`config.mk`:
```
export PLATFORM = sky130hd
export DESIGN_NAME = uart_8250_tx
export DESIGN_NICKNAME = d
export VERILOG_FILES = /design/src/rtl/uart_8250_pkg.sv /design/src/rtl/uart_baud_gen.sv /design/src/rtl/uart_8250_tx.sv
export SDC_FILE = /design/constraint.sdc
export NUM_CORES = 1
export LEC_CHECK = 0
export CAP_MARGIN = 20
export CORE_MARGIN = 1
export CORE_UTILIZATION = 40
export DETAILED_ROUTE_END_ITERATION = 6
export GPL_TIMING_DRIVEN = 0
export PLACE_DENSITY = 0.75
export SLEW_MARGIN = 25
export SYNTH_ARGS = -nofsm -noshare
export SYNTH_HDL_FRONTEND = slang
export SYNTH_SLANG_ARGS = --single-unit
```
`constraint.sdc`:
```
create_clock -name CLK_I -period 6 [get_ports CLK_I]
set_input_delay 0.9 -clock CLK_I [delete_from_list [all_inputs] [get_ports CLK_I]]
set_output_delay 0.9 -clock CLK_I [all_outputs]
set_load 0.02 [all_outputs]
```
`src/rtl/uart_8250_pkg.sv`:
```
// Shared definitions for the 8250-compatible UART: LCR field positions, oversampling
// ratio and the transmit FSM encoding. Imported by the register file and the TX engine.
package uart_8250_pkg;

   localparam int unsigned OVERSAMPLE = 16;

   localparam int unsigned LCR_WLS   = 0;  // two bits, [1:0]
   localparam int unsigned LCR_STB   = 2;
   localparam int unsigned LCR_PEN   = 3;
   localparam int unsigned LCR_EPS   = 4;
   localparam int unsigned LCR_STICK = 5;
   localparam int unsigned LCR_BRK   = 6;

   // Last tick index of a normal bit, a 1.5 stop bit and a 2 stop bit.
   localparam logic [4:0] BIT_LAST       = 5'(OVERSAMPLE - 1);
   localparam logic [4:0] STOP_HALF_LAST = 5'(OVERSAMPLE + OVERSAMPLE / 2 - 1);
   localparam logic [4:0] STOP_TWO_LAST  = 5'(2 * OVERSAMPLE - 1);

   typedef enum logic [2:0] {
      StIdle,
      StStart,
      StData,
      StParity,
      StStop
   } tx_state_e;

   function automatic logic [4:0] stop_last_tick(input logic stb, input logic [1:0] wls);
      if (!stb) begin
         return BIT_LAST;
      end
      if (wls == 2'd0) begin
         return STOP_HALF_LAST;
      end
      return STOP_TWO_LAST;
   endfunction

   // xor_acc is the XOR of the transmitted word bits.
   function automatic logic parity_bit(input logic stick, input logic eps, input logic xor_acc);
      if (stick) begin
         return ~eps;
      end
      return eps ? xor_acc : ~xor_acc;
   endfunction

endpackage

```
`src/rtl/uart_baud_gen.sv`:
```
// 16x baud strobe generator: free-running down-counter reloaded from the divisor latch.
// A zero divisor stops the generator with no ticks.
module uart_baud_gen #(
   parameter int unsigned DIV_W = 16
) (
   input  logic             clk,
   input  logic             rst,
   input  logic [DIV_W-1:0] divisor,
   output logic             baud_tick
);

   localparam logic [DIV_W-1:0] ONE = DIV_W'(1);

   logic [DIV_W-1:0] cnt_q, cnt_d;
   logic             tick_q, tick_d;

   always_comb begin
      cnt_d  = cnt_q;
      tick_d = 1'b0;
      if (divisor == '0) begin
         cnt_d = '0;
      end else if (cnt_q == '0) begin
         // The divisor is sampled only here, so changes land at the next reload.
         tick_d = 1'b1;
         cnt_d  = divisor - ONE;
      end else begin
         cnt_d = cnt_q - ONE;
      end
   end

   always_ff @(posedge clk) begin
      if (rst) begin
         cnt_q  <= '0;
         tick_q <= 1'b0;
      end else begin
         cnt_q  <= cnt_d;
         tick_q <= tick_d;
      end
   end

   assign baud_tick = tick_q;

endmodule

```
`src/rtl/uart_8250_tx.sv`:
```
// 8250 transmit engine: accepts THR bytes by valid/ready and serialises start, data,
// optional parity and stop bits on txd at 16 baud ticks per bit.
module uart_8250_tx
   import uart_8250_pkg::*;
#(
   parameter int unsigned DIV_W = 16
) (
   input  logic             CLK_I,
   input  logic             RST_I,
   input  logic [DIV_W-1:0] divisor,
   input  logic [7:0]       lcr,
   input  logic [7:0]       tx_data,
   input  logic             tx_valid,
   output logic             tx_ready,
   output logic             txd,
   output logic             tsr_empty,
   output logic             baud_tick
);

   tx_state_e  state_q, state_d;
   logic [4:0] tick_cnt_q, tick_cnt_d;
   logic [2:0] bit_cnt_q, bit_cnt_d;
   logic [7:0] shift_q, shift_d;
   logic       par_q, par_d;
   logic [5:0] frm_q, frm_d;
   logic       txd_q, txd_d;

   logic       tick;
   logic       bit_done;
   logic       line;
   logic [4:0] last_tick;
   logic [2:0] data_last;
   logic       unused_lcr;

   assign unused_lcr = lcr[7];

   uart_baud_gen #(
      .DIV_W (DIV_W)
   ) u_baud_gen (
      .clk       (CLK_I),
      .rst       (RST_I),
      .divisor   (divisor),
      .baud_tick (tick)
   );

   assign baud_tick = tick;
   assign tx_ready  = (state_q == StIdle);
   assign tsr_empty = (state_q == StIdle);
   assign txd       = txd_q;

   assign data_last = 3'd4 + {1'b0, frm_q[LCR_WLS +: 2]};
   assign last_tick = (state_q == StStop) ? stop_last_tick(frm_q[LCR_STB], frm_q[LCR_WLS +: 2])
                                          : BIT_LAST;

   always_comb begin
      state_d    = state_q;
      tick_cnt_d = tick_cnt_q;
      bit_cnt_d  = bit_cnt_q;
      shift_d    = shift_q;
      par_d      = par_q;
      frm_d      = frm_q;
      bit_done   = 1'b0;
      line       = 1'b1;

      // Shared bit timer; the bit ends on the edge that counts its last tick.
      if (tick && state_q != StIdle) begin
         if (tick_cnt_q == last_tick) begin
            tick_cnt_d = '0;
            bit_done   = 1'b1;
         end else begin
            tick_cnt_d = tick_cnt_q + 5'd1;
         end
      end

      case (state_q)
         StIdle: begin
            if (tx_valid) begin
               shift_d    = tx_data;
               frm_d      = lcr[5:0];
               par_d      = 1'b0;
               tick_cnt_d = '0;
               bit_cnt_d  = '0;
               state_d    = StStart;
            end
         end
         StStart: begin
            if (bit_done) begin
               state_d = StData;
            end
         end
         StData: begin
            if (bit_done) begin
               par_d   = par_q ^ shift_q[0];
               shift_d = {1'b0, shift_q[7:1]};
               if (bit_cnt_q == data_last) begin
                  state_d = frm_q[LCR_PEN] ? StParity : StStop;
               end else begin
                  bit_cnt_d = bit_cnt_q + 3'd1;
               end
            end
         end
         StParity: begin
            if (bit_done) begin
               state_d = StStop;
            end
         end
         StStop: begin
            if (bit_done) begin
               state_d = StIdle;
            end
         end
         default: begin
            state_d = StIdle;
         end
      endcase

      // txd is registered, so the line level follows the state being entered.
      case (state_d)
         StStart:  line = 1'b0;
         StData:   line = shift_d[0];
         StParity: line = parity_bit(frm_q[LCR_STICK], frm_q[LCR_EPS], par_d);
         default:  line = 1'b1;
      endcase

      txd_d = lcr[LCR_BRK] ? 1'b0 : line;
   end

   always_ff @(posedge CLK_I) begin
      if (RST_I) begin
         state_q    <= StIdle;
         tick_cnt_q <= '0;
         bit_cnt_q  <= '0;
         shift_q    <= '0;
         par_q      <= 1'b0;
         frm_q      <= '0;
         txd_q      <= 1'b1;
      end else begin
         state_q    <= state_d;
         tick_cnt_q <= tick_cnt_d;
         bit_cnt_q  <= bit_cnt_d;
         shift_q    <= shift_d;
         par_q      <= par_d;
         frm_q      <= frm_d;
         txd_q      <= txd_d;
      end
   end

endmodule

```
==> run metrics <==
status completed; Hold Fails Final Rpt 0; Worst Min Path Start shift_q[5]; Tmin final 3.338 ns; CP arrival 3.52 ns; RSZ-0062 raised after global routing no; Worst Hold Class register to register; cell area after synthesis 0.002435 mm²; wire length per cell 13.50 µm; Post-synth EDFFs 0; Lkg Pwr 1.100 nW; Die Area 0.006403 mm²; GRT Util Overall 19.50%; Die W 80.02 µm; relative slew slack 43.05%; Final Cycle Share 55.64%; reg2reg setup slack 2.66 ns; CTS tree built; antenna cells 0; sequential group share of total power 35.3%; Synth-to-Final Area Change 24.25%; vias in the first global route 2,169; core area 0.005886 mm²; synth unique cells 60; placed cell count 411; First DRT Iteration DRCs 114; CTS Buffer Depth 2; syn avg cell area 8.143 µm²; Tightest Pin Transition 0.8477 ns; Clock Skews 0.008736 ns; Ys Warns 0; pre-CTS setup slack 2.592 ns; launching element type of the critical path register; sequential area share after synthesis 36.18%; Net Count, Synth 337; WP data required 6.19 ns; Gate power share 42.4%; Critical Path End Type register; average via count per standard cell 5.568; row count 28; final instance area 0.003025 mm²; Critical Path Sink u_baud_gen.cnt_q[14]; port buffer count 37; WS Path Type register to register; io pins 39; first-pass GRT wire length 9860 µm; clock sink count 44; RePlAce Congestion 0.8187; DP Wirelength 4311 µm; Die Y 80.02 µm; clock root cell clkbuf_8; Final ANT Viol Nets 0; share of layout cells above drive strength 1 9.884%; Async S/R FF share, synth 0%; hold_buf cts 0; Cell Pwr Density 368.7 mW/mm²; worst r2r dst u_baud_gen.cnt_q[14]; Remaining Overflow, GRT 0; Post-CTS Setup Bufs 0; Synth Flop Type dfxtp_1; initial antenna violation count 0; final setup fails 0; Max-Cap Viols 0; Worst VDD drop 199.4 µV; TritonRoute pass-1 iters 4; initial core utilization 41.37%; largest net degree at the start of global routing 14; CP Max Fanout 10; Tot Pwr 1.115 mW; Internal Pwr Total 0.7125 mW; drt total wl 5657 µm; Clock power frac 22.3%; Reg area 880.8 µm²; H-tree depth 2; Nets 381; TritonCTS buffer count 5; crit path from u_baud_gen.cnt_q[3]; PostCTS Resize Cnt 0; Synth Register Bits 44; setup ws final 2.662 ns; Reg2Reg Depth 13; Vias 2,333; multi-input logic area 0.001455 mm²; Sw Ratio 36.12%; RR Startpoint u_baud_gen.cnt_q[3]; fin. max-slew vios 0; cells after synthesis 299; switching pwr 0.4028 mW; clock-pin transition on the worst setup and hold timing paths 0.08 ns; f_max 299.5 MHz; DRC 0; fillers 585; Fin Setup TNS 0 ns; Layout Cells excl Fill 419; worst skew pair latency 0.30 ns; Area after DPL 0.002899 mm²
[cell usage in the layout (no fill, tap or decap), types with 5 or more instances in the layout]
cell type,count
a21oi_1,34
xnor2_1,10
buf_2,7
nor4_1,6
nand3_1,13
dfxtp_1,44
inv_1,6
or3_1,10
nand2_1,32
nor2_1,32
clkbuf_8,7
o21ai_0,5
nor3_1,9
o211ai_1,5
clkdlybuf4s50_1,37
a22oi_1,6
[layer usage]
| metal | share of wire, % | wire (µm) | vias to the layer above | GRT usage [%] |
|---|---|---|---|---|
| li1 | - | - | 1195 | - |
| met1 | 46 | 2606 | 1091 | 24.90 |
| met2 | 50 | 2807 | 45 | 33.50 |
| met3 | 3.7 | 210 | 2 | 3.771 |
| met4 | 0.58 | 33 | 0 | 4.821 |
| met5 | 0 | 0 | - | 0 |
[metrics by stage]
| step | utilization (%) | hold slack (ns) |
|---|---|---|
| 6_report | 51.40 | 0.4578 |
| 3_5_place_dp | 49.26 | 0.4480 |
| 3_3_place_gp | 49.26 | 0.4431 |
| 4_1_cts | 51.40 | 0.4597 |
| 2_1_floorplan | - | 0.4319 |
| 5_1_grt | 51.40 | 0.4883 |
[cell usage after synthesis (all sizes together), types with 2 or more instances]
cell type | number | area [µm²]
o211ai | 5 | 37.54
a211oi | 4 | 42.54
or2 | 3 | 18.77
xor2 | 4 | 35.03
inv | 7 | 26.27
and2 | 2 | 12.52
a22oi | 6 | 45.04
nor3 | 9 | 45.04
and3 | 4 | 25.02
a31oi | 3 | 18.77
dfxtp | 44 | 880.8
nand3 | 13 | 65.06
a21oi | 34 | 170.2
o21ai | 7 | 42.54
nand2 | 34 | 132.6
a41oi | 2 | 17.52
o311ai | 2 | 17.52
clkbuf | 3 | 11.26
a2bb2oi | 2 | 17.52
ha | 3 | 37.54
buf | 10 | 61.30
o2111ai | 3 | 26.28
nand2b | 5 | 38.78
nor2 | 32 | 120.1
a21o | 4 | 30.03
nand4 | 2 | 12.51
o31ai | 3 | 22.52
nor4 | 6 | 37.54
o211a | 2 | 20.02
xnor2 | 10 | 87.58
nor4b | 3 | 32.53
or3 | 12 | 81.33
[worst max-delay path, cell delays in order (launching register included)]
cell and delay, ns:
dfxtp_1 0.40, nor2_1 0.12, and4b_1 0.19, buf_2 0.16
and3_1 0.19, buf_2 0.19, a21oi_1 0.20, ha_1 0.21
or3b_4 0.40, or3_4 0.37, a311oi_4 0.37, o2111ai_1 0.19
xnor2_1 0.19, nor2_1 0.05
[logic make-up after synthesis]
kind of cell / count (synthesis) / share of synthesized area [%]
and+or+nand+nor: 134 / 28.98
AOI/OAI and AO/OA: 84 / 24.20
DFF: 44 / 36.18
buffers and inverters: 20 / 4.059
xor gates and xnor gates: 14 / 5.036
adders and majority gates: 3 / 1.542
[how the worst min path moves through the flow]
| stage | to | cells after the start | slack (ns) |
|---|---|---|---|
| 5_1_grt | shift_q[2] | 2 | 0.49 |
| 6_report | shift_q[5] | 2 | 0.46 |
| 3_3_place_gp | shift_q[6] | 2 | 0.44 |
| 4_1_cts | shift_q[5] | 2 | 0.46 |
| 2_1_floorplan | shift_q[1] | 2 | 0.43 |
| 3_5_place_dp | shift_q[5] | 2 | 0.45 |
[cell type report]
type	instances	share of cell area, %
Clock inverter	1	0.9926
Inverter	7	0.8685
Clock buffer	7	3.184
Timing Repair Buffer	37	12.24
Tap cell	75	3.102
Multi-Input combinational cell	235	48.10
Sequential cell	44	29.11
Buffer	13	2.399
[sequential cells by signal, indices dropped and copies added, names as in the netlist]
name	flops
state_q	3
tick_cnt_q	5
par_q	1
u_baud_gen.baud_tick	1
shift_q	8
u_baud_gen.cnt_q	16
txd	1
bit_cnt_q	3
frm_q	6
[power groups by stage]
stage	combinational, mW	sequential (mW)	clock [mW]
6_report	0.473	0.394	0.249
5_1_grt	0.533	0.404	0.268
4_1_cts	0.474	0.393	0.254
3_5_place_dp	0.472	0.399	0
3_3_place_gp	0.463	0.398	0
2_1_floorplan	0.372	0.389	0
Note: power is estimated with default switching activity, not from simulation.
